==> src/rtl/serial_adder_pkg.sv <==
// ---------------------------------------------------------------------------
// serial_adder_pkg
//
// Purpose:
//    Shared definitions for the nibble-serial adder slice: the controller
//    state encoding, the width of one datapath step, and a helper that turns
//    an operand width into the number of nibble steps needed to add it.
//
// Contents:
//    NIBBLE_W     - bits processed per clock by the nibble datapath (4)
//    state_t      - controller states IDLE / ADD / DONE
//    nibbleCount  - number of nibble steps for a given operand width
// ---------------------------------------------------------------------------
package serial_adder_pkg;

   localparam int NIBBLE_W = 4;

   typedef enum logic [1:0] {
      IDLE = 2'd0,
      ADD  = 2'd1,
      DONE = 2'd2
   } state_t;

   // Operand width is expected to be a whole number of nibbles; the caller
   // is responsible for rejecting widths that are not.
   function automatic int nibbleCount(input int width);
      return width / NIBBLE_W;
   endfunction

endpackage

==> src/rtl/serial_nibble_adder_rca4.sv <==
// ---------------------------------------------------------------------------
// rca4
//
// Purpose:
//    Plain 4-bit ripple-carry adder. This is the only arithmetic element of
//    the serial adder; the surrounding controller feeds it one nibble of each
//    operand per clock together with the carry saved from the previous step.
//
// Ports:
//    i_a   [3:0]  input   nibble of operand A
//    i_b   [3:0]  input   nibble of operand B
//    i_ci         input   carry into bit 0
//    o_s   [3:0]  output  nibble sum
//    o_co         output  carry out of bit 3
// ---------------------------------------------------------------------------
module rca4 (
   input  logic [3:0] i_a,
   input  logic [3:0] i_b,
   input  logic       i_ci,
   output logic [3:0] o_s,
   output logic       o_co
);

   // Carry chain: w_carry[i] is the carry into bit i, w_carry[4] leaves the
   // nibble.
   logic [4:0] w_carry;

   assign w_carry[0] = i_ci;

   // One full adder per bit. The carry is generated when both inputs are set,
   // or propagated when exactly one is set and a carry arrives from below.
   genvar gBit;
   generate
      for (gBit = 0; gBit < 4; gBit++) begin : g_fullAdder
         assign o_s[gBit]         = i_a[gBit] ^ i_b[gBit] ^ w_carry[gBit];
         assign w_carry[gBit + 1] = (i_a[gBit] & i_b[gBit])
                                  | (w_carry[gBit] & (i_a[gBit] ^ i_b[gBit]));
      end
   endgenerate

   assign o_co = w_carry[4];

endmodule

==> src/rtl/serial_nibble_adder.sv <==
// ---------------------------------------------------------------------------
// serial_nibble_adder
//
// Purpose:
//    WIDTH-bit adder that computes {co, s} = a + b + ci one nibble per clock,
//    least-significant nibble first, using a single 4-bit ripple-carry adder.
//    The carry between nibbles is kept in a register. Operands arrive over a
//    valid/ready handshake and the registered result leaves over another.
//    Latency from accept to out_valid is NIB clocks; with out_ready tied high
//    a new add can start every NIB+2 clocks.
//
// Parameters:
//    WIDTH  operand / sum width, a multiple of 4 and at least 4
//
// Ports:
//    clk                  input   rising-edge clock
//    reset                input   asynchronous active-high reset
//    in_valid             input   a, b, ci are valid
//    in_ready             output  block is idle and will take operands
//    a         [WIDTH-1:0] input  operand A
//    b         [WIDTH-1:0] input  operand B
//    ci                   input   carry into nibble 0
//    out_valid            output  s / co hold a completed result
//    out_ready            input   consumer takes the result
//    s         [WIDTH-1:0] output registered sum
//    co                   output  registered carry out of the top nibble
// ---------------------------------------------------------------------------
module serial_nibble_adder
   import serial_adder_pkg::*;
#(
   parameter int WIDTH = 16
) (
   input  logic             clk,
   input  logic             reset,
   input  logic             in_valid,
   output logic             in_ready,
   input  logic [WIDTH-1:0] a,
   input  logic [WIDTH-1:0] b,
   input  logic             ci,
   output logic             out_valid,
   input  logic             out_ready,
   output logic [WIDTH-1:0] s,
   output logic             co
);

   localparam int NIB = nibbleCount(WIDTH);
   localparam int CW  = (NIB > 1) ? $clog2(NIB) : 1;

   // Refuse to build for widths that are not a whole number of nibbles;
   // the shift registers below assume an exact nibble count.
   generate
      if ((WIDTH < NIBBLE_W) || ((WIDTH % NIBBLE_W) != 0)) begin : g_badWidth
         $error("serial_nibble_adder: WIDTH must be a multiple of 4 and >= 4");
      end
   endgenerate

   state_t           r_state;
   logic [WIDTH-1:0] r_opA;
   logic [WIDTH-1:0] r_opB;
   logic             r_carry;
   logic [CW-1:0]    r_count;
   logic [WIDTH-1:0] r_s;
   logic             r_co;
   logic             r_outValid;

   logic [3:0]       w_sum4;
   logic             w_co4;
   logic [WIDTH-1:0] w_sShift;
   logic             w_last;

   // The single nibble adder always looks at the low nibble of the operand
   // shift registers and the saved carry; the controller decides whether
   // its result is used.
   rca4 u_rca4 (
      .i_a  (r_opA[3:0]),
      .i_b  (r_opB[3:0]),
      .i_ci (r_carry),
      .o_s  (w_sum4),
      .o_co (w_co4)
   );

   // Sum nibbles enter at the top of s and move down one nibble per step,
   // so after NIB steps the first (least significant) nibble sits at s[3:0].
   // A one-nibble adder has nothing to shift down and takes the sum as is.
   generate
      if (NIB == 1) begin : g_oneNibble
         assign w_sShift = w_sum4;
      end else begin : g_multiNibble
         assign w_sShift = {w_sum4, r_s[WIDTH-1:NIBBLE_W]};
      end
   endgenerate

   // True on the step that produces the most significant nibble.
   assign w_last = (r_count == CW'(NIB - 1));

   // Controller and datapath registers. IDLE captures the operands and
   // clears the sum, ADD does one nibble per clock and finishes after the
   // top nibble, DONE holds the result until the consumer takes it. The
   // handshake inputs are only looked at in the state that owns them, so
   // upstream may change a, b, ci freely while an add is in flight. Reset
   // drops everything, including any half-built sum, so an interrupted add
   // never shows up on the output.
   always_ff @(posedge clk or posedge reset) begin
      if (reset) begin
         r_state    <= IDLE;
         r_opA      <= '0;
         r_opB      <= '0;
         r_carry    <= 1'b0;
         r_count    <= '0;
         r_s        <= '0;
         r_co       <= 1'b0;
         r_outValid <= 1'b0;
      end else begin
         case (r_state)
            IDLE: begin
               if (in_valid) begin
                  r_opA   <= a;
                  r_opB   <= b;
                  r_carry <= ci;
                  r_count <= '0;
                  r_s     <= '0;
                  r_state <= ADD;
               end
            end

            ADD: begin
               r_s     <= w_sShift;
               r_opA   <= r_opA >> NIBBLE_W;
               r_opB   <= r_opB >> NIBBLE_W;
               r_carry <= w_co4;
               r_count <= r_count + CW'(1);
               if (w_last) begin
                  r_co       <= w_co4;
                  r_outValid <= 1'b1;
                  r_state    <= DONE;
               end
            end

            DONE: begin
               if (out_ready) begin
                  r_outValid <= 1'b0;
                  r_state    <= IDLE;
               end
            end

            default: begin
               r_outValid <= 1'b0;
               r_state    <= IDLE;
            end
         endcase
      end
   end

   // in_ready is a pure decode of the state register, so it is high
   // straight out of reset and low for the whole of ADD and DONE.
   assign in_ready  = (r_state == IDLE);
   assign out_valid = r_outValid;
   assign s         = r_s;
   assign co        = r_co;

endmodule

==> config.mk <==
export PLATFORM = sky130hd
export DESIGN_NAME = serial_nibble_adder
export DESIGN_NICKNAME = d
export VERILOG_FILES = /design/src/rtl/serial_adder_pkg.sv /design/src/rtl/serial_nibble_adder_rca4.sv /design/src/rtl/serial_nibble_adder.sv
export SDC_FILE = /design/constraint.sdc
export NUM_CORES = 1
export LEC_CHECK = 0
export CAP_MARGIN = 20
export CORE_MARGIN = 5
export CORE_UTILIZATION = 39
export CTS_CLUSTER_SIZE = 40
export DETAILED_ROUTE_END_ITERATION = 7
export HOLD_SLACK_MARGIN = 0.02
export MAX_ROUTING_LAYER = met4
export PLACE_DENSITY = 0.65
export SLEW_MARGIN = 10
export SYNTH_ARGS = -nofsm -noshare
export SYNTH_HDL_FRONTEND = slang
export SYNTH_SLANG_ARGS = --single-unit
==> constraint.sdc <==
create_clock -name clk -period 4.11 [get_ports clk]
set_input_delay 1.0275 -clock clk [delete_from_list [all_inputs] [get_ports clk]]
set_output_delay 1.0275 -clock clk [all_outputs]
set_load 0.005 [all_outputs]
==> run summary <==
Status -> finished, final reports clean
Setup bufs post-CTS -> 0
Yosys cell types -> 27
Clock Sinks -> 55
Setup TNS -> 0 ns
WL/cell -> 15.7 microns
Global-route wire length before repair -> 9410 microns
Sequential share of the synthesized area -> 51.6%
Drt first pass iters -> 4
Required time worst endpoint -> 3.08 ns
Synth-to-Final Area Change -> 24.0%
Startpoint types -> flip-flop
CTS tree -> yes
Seq cells post-synth -> 55
Crit-path max FO -> 16
Port Buffers -> 55
Worst R2R Path Depth -> 8
Root Driver -> clkbuf_8
Remaining antenna violation count -> 0
Via count -> 1,918
Io pins -> 56
Syn Nets -> 275
Synth Area per Inst -> 11.4 sq um
Vias/cell -> 5.31
CTS Buf Count -> 5
Final hold vios -> 0
Final Cell Area -> 3310 sq um
Die width -> 92.7 microns
Vias in the first global route -> 1,871
Hold WC Path Type -> flip-flop to flip-flop
Gr usage total -> 14.1%
Initial Util -> 39.7%
Antenna Diode Count -> 0
Dpl hpwl -> 3810 microns
DRT iter0 DRCs -> 109
Cell area after synthesis -> 2670 sq um
Clock-pin slew on the worst setup and hold paths -> 0.10 ns
Worst vdd ir -> 293 uV
CP Data Arrival Time -> 1.78 ns
Worst skew pair latency -> 0.31 ns
Final WS setup -> 1.30 ns
H-tree level count -> 2
Achievable Freq -> 356 MHz
Post-place setup slack -> 1.12 ns
Hold slack -> 0.499 ns
Remaining DRCs -> 0
Synth warn -> 0
Core box area -> 6720 sq um
Total Die Area -> 8590 sq um
Crit share post-route -> 68.4%
Lkg Pwr -> 1.40 nW
Max cap viols -> 0
Post-CTS sizing -> 0
Final setup viols -> 0
Post-route minimum period -> 2.81 ns
Most frequent cells in the layout -> 55 x dfrtp_1, 55 x clkdlybuf4s50_1, 19 x inv_1
Max Buffers Root-to-Sink -> 2
CP Class -> flip-flop to output port
Hold depth -> 2
Fill count -> 617
Antenna violations before repair -> 0
Final Max Slew Viols -> 0
Post-CTS Hold Buffers -> 0
CP Capture Type -> output port
Mapped Cells -> 233
RSZ-0062 raised after global routing -> false
PwrDens -> 729 nW/um^2
Placed instance area -> 3210 sq um
Die height -> 92.7 microns
Tightest Pin Transition -> 0.905 ns
Largest net degree at the start of global routing -> 48
Congestion Overflow GR -> 0
GPL Wtd Cong -> 0.723
Row cnt -> 30
Worst slew margin -> 39.5%
Nets -> 322
Share of layout cells above drive strength 1 -> 11.0%
Final Skew -> 0.0119 ns
WL final -> 5660 microns
routing by layer:
metal	wire length, microns	track usage [%]
met1	2660	19.3
met2	2600	21.3
met3	333	3.17
met4	64	3.66
met5	0	-
where the power goes:
| group | internal (mW) | leakage, nW | switching (mW) |
|---|---|---|---|
| Clock | 0.126 | 0.0491 | 0.193 |
| Sequential | 0.794 | 0.677 | 0.145 |
| Combinational | 0.573 | 0.673 | 0.580 |
state kept, by name, indices dropped and copies added (netlist names):
register / cells
r_opA: 16
r_opB: 16
s: 16
r_count: 2
r_state: 2
co: 1
out_valid: 1
r_carry: 1
through the flow:
step           cells  util [%]  power, mW
2_1_floorplan    233         -       1.78
3_3_place_gp     353      47.8       2.08
3_5_place_dp     353      47.8       2.12
4_1_cts          361      49.2       2.44
5_1_grt          361      49.2       2.61
6_report         361      49.2       2.41
worst max-delay path: stages, from the launching register on:
cell and delay [ns]:
dfrtp_1 0.42, nor2_4 0.45, clkdlybuf4s50_1 0.61
area by class of cell:
class	instances	area (sq um)	share of cell area [%]
sequential	55	1380	41.6
multi-input combinational	139	1080	32.7
timing repair buffer	59	581	17.6
tap	80	100	3.03
inverter	20	75.1	2.27
clock buffer	5	68.8	2.08
clock inverter	3	26.3	0.795
path summary, 6_finish.rpt:
kind                       startpoint    endpoint  slack (ns)
hold reg to reg                    co          co        0.50
max in group asynchronous       reset        s[3]        2.21
setup / recovery           r_state[0]    in_ready        1.30
hold / removal                     co          co        0.50
setup reg to reg             r_opB[0]       s[15]        1.91
min in group asynchronous       reset  r_count[0]        1.20
Yosys cell counts:
cell,number,area (sq um)
nor3b_1,17,128
dfrtp_1,55,1380
nor2_4,1,11.3
nor2_2,2,12.5
nor3b_2,2,25.0
buf_6,5,56.3
nand2_1,11,41.3
and4bb_2,1,12.5
nor2_1,6,22.5
a221oi_1,3,26.3
a32o_1,3,30.0
o21bai_4,1,18.8
nand3b_1,1,7.51
a22o_1,15,131
o22a_1,12,105
buf_4,4,30.0
a21oi_1,15,75.1
nor2b_1,12,75.1
and2b_2,2,17.5
o211ai_1,1,7.51
fa_1,4,80.1
a221oi_2,9,135
buf_2,10,50.1
nand2b_1,4,25.0
inv_1,20,75.1
ha_1,1,12.5
o21ai_0,16,80.1
cell families (layout without fill, tap and decap cells):
kind of cell	Yosys count	in the layout	synth area share (%)
simple gates	59	59	14.2
compound gates	75	75	22.8
flops	55	55	51.6
fa+ha+maj	5	5	3.47
buf+inv	39	87	7.93
No activity file was read; power rests on OpenSTA's default activity.
==> RTL edit (same settings) <==
Reset style: synchronous (`reset`), changed in one clocked block. Comments in the files are not updated.
--- a/src/rtl/serial_nibble_adder.sv
+++ b/src/rtl/serial_nibble_adder.sv
@@ -102,3 +102,3 @@
    // never shows up on the output.
-   always_ff @(posedge clk or posedge reset) begin
+   always_ff @(posedge clk) begin
       if (reset) begin
Formal check against the unedited RTL: differs if reset is asserted again (counterexample within 4 cycles, from zero or initial values and one cycle with reset high); with reset held inactive, the same outputs for 10 cycles.
==> RTL edit against the original RTL <==
Hold slack got worse by 0.014 ns. Design area is 9.4% lower. Worst setup slack improved by 0.26 ns. Register-to-register slack improved by 0.06 ns. Sequential cell count is the same. Core utilization rose by 1.1 points. Synthesized area shrank 10%. Routed wire length is 3.2% lower. Critical path type unchanged. Highest routed layer unchanged.
Power is not compared: it rests on default switching activity, and its combinational part moved more than twofold at a synthesized area within 25%.
==> RTL edit: results (changes against the original RTL) <==
* Hold_sp: out_valid$_SDFFE_PP0P_ (was co$_DFFE_PP0P_)
* Post-DP HPWL at 3670 um (was 3810 um)
* Setup crit start: r_state[1]$_SDFFE_PP0P_ (was r_state[0]$_DFFE_PP0P_)
* Antenna violations before repair at 0 (unchanged)
* Post-DP Area at 2910 um^2 (was 3210 um^2)
* First-pass GRT wire length at 9230 um (was 9410 um)
* Reg2reg path depth at 10 (was 8)
* Register area share after synthesis at 46.1% (was 51.6%)
* Worst path top cell family by delay: flip-flops (was buffers and inverters)
* Critical R2R Capture: s[15]$_SDFFE_PP0P_ (was s[15]$_DFFE_PP0P_)
* Mean Syn Cell Area at 9.12 um^2 (was 11.4 um^2)
* DRT iter0 DRCs at 108 (was 109)
* Slowest CP cell: dfxtp_1 (was clkdlybuf4s50_1)
* Vias in the first global route at 1978 (was 1871)
* Worst slew margin at 30.3% (was 39.5%)
* Asr flop ratio synth at 0% (was 100%)
* WL/cell at 14.5 um (was 15.7 um)
* Reg2reg start: r_opA[0]$_SDFFE_PP0P_ (was r_opB[0]$_DFFE_PP0P_)
* Ratio of cells with drive above 1 in the final layout at 6.27% (was 11.0%)
* Post-Synthesis Net Count at 304 (was 275)
* Hold WS at 0.485 ns (was 0.499 ns)
* Worst Skew at 0.00395 ns (was 0.0119 ns)
* Global placer's final weighted congestion at 0.779 (was 0.723)
* Area contributors post-synth: dfxtp_1 (46%), nor2_1 (10%), o2bb2ai_1 (7.7%) (was dfrtp_1 (52%), a221oi_2 (5.1%), a22o_1 (4.9%))
* Gr usage total at 15.3% (was 14.1%)
* CP max stage delay at 0.65 ns (was 0.61 ns)
* Vias per inst at 5.39 (was 5.31)
* Pre-Repair DR Iteration Count at 6 (was 4)
* Status: completed (unchanged)
* Fmax achieved at 0.392 GHz (was 0.356 GHz)
* Hold endpoint: out_valid$_SDFFE_PP0P_ (was co$_DFFE_PP0P_)
* Placed insts at 370 (was 353)
* CP Max Fanout at 14 (was 16)
* DP Worst Slack at 1.33 ns (was 1.12 ns)
* R2r setup slk at 1.97 ns (was 1.91 ns)
* Synth unique cells at 30 (was 27)
* Routed wire length at 5480 um (was 5660 um)
* Largest net degree at the start of global routing at 56 (was 48)
[RTL edit: where the power goes]
part	leakage, nW	total, mW	switching (mW)	internal [mW]
registers	0.452	0.587	0.0194	0.567
logic	0.594	0.186	0.0948	0.0908
clock network	0.0412	0.294	0.174	0.120
total	1.09	1.07	0.288	0.778
[RTL edit: cells by family after synthesis]
kind of cell,synth area share [%]
multiplexers,0.419
AO/OA/AOI/OAI,28.5
flip-flops,46.1
buffers and inverters,7.28
AND/OR/NAND/NOR,13.8
adder cells (fa/ha/maj),3.88
[RTL edit: per-layer routing]
layer	routed length, um	vias to the layer above	global-route usage, %
met1	2500	944	19.7
met4	40	0	3.85
li1	-	1013	-
met5	0	-	-
met3	381	8	3.82
met2	2560	74	24.2
[RTL edit: cell type report]
class                      count  area (um^2)
clock buffer                   6         72.6
multi-input combinational    172         1110
fill                         586         2960
sequential                    55         1100
clock inverter                 2         12.5
tap                           75         93.8
inverter                      11         41.3
timing repair buffer          57          561
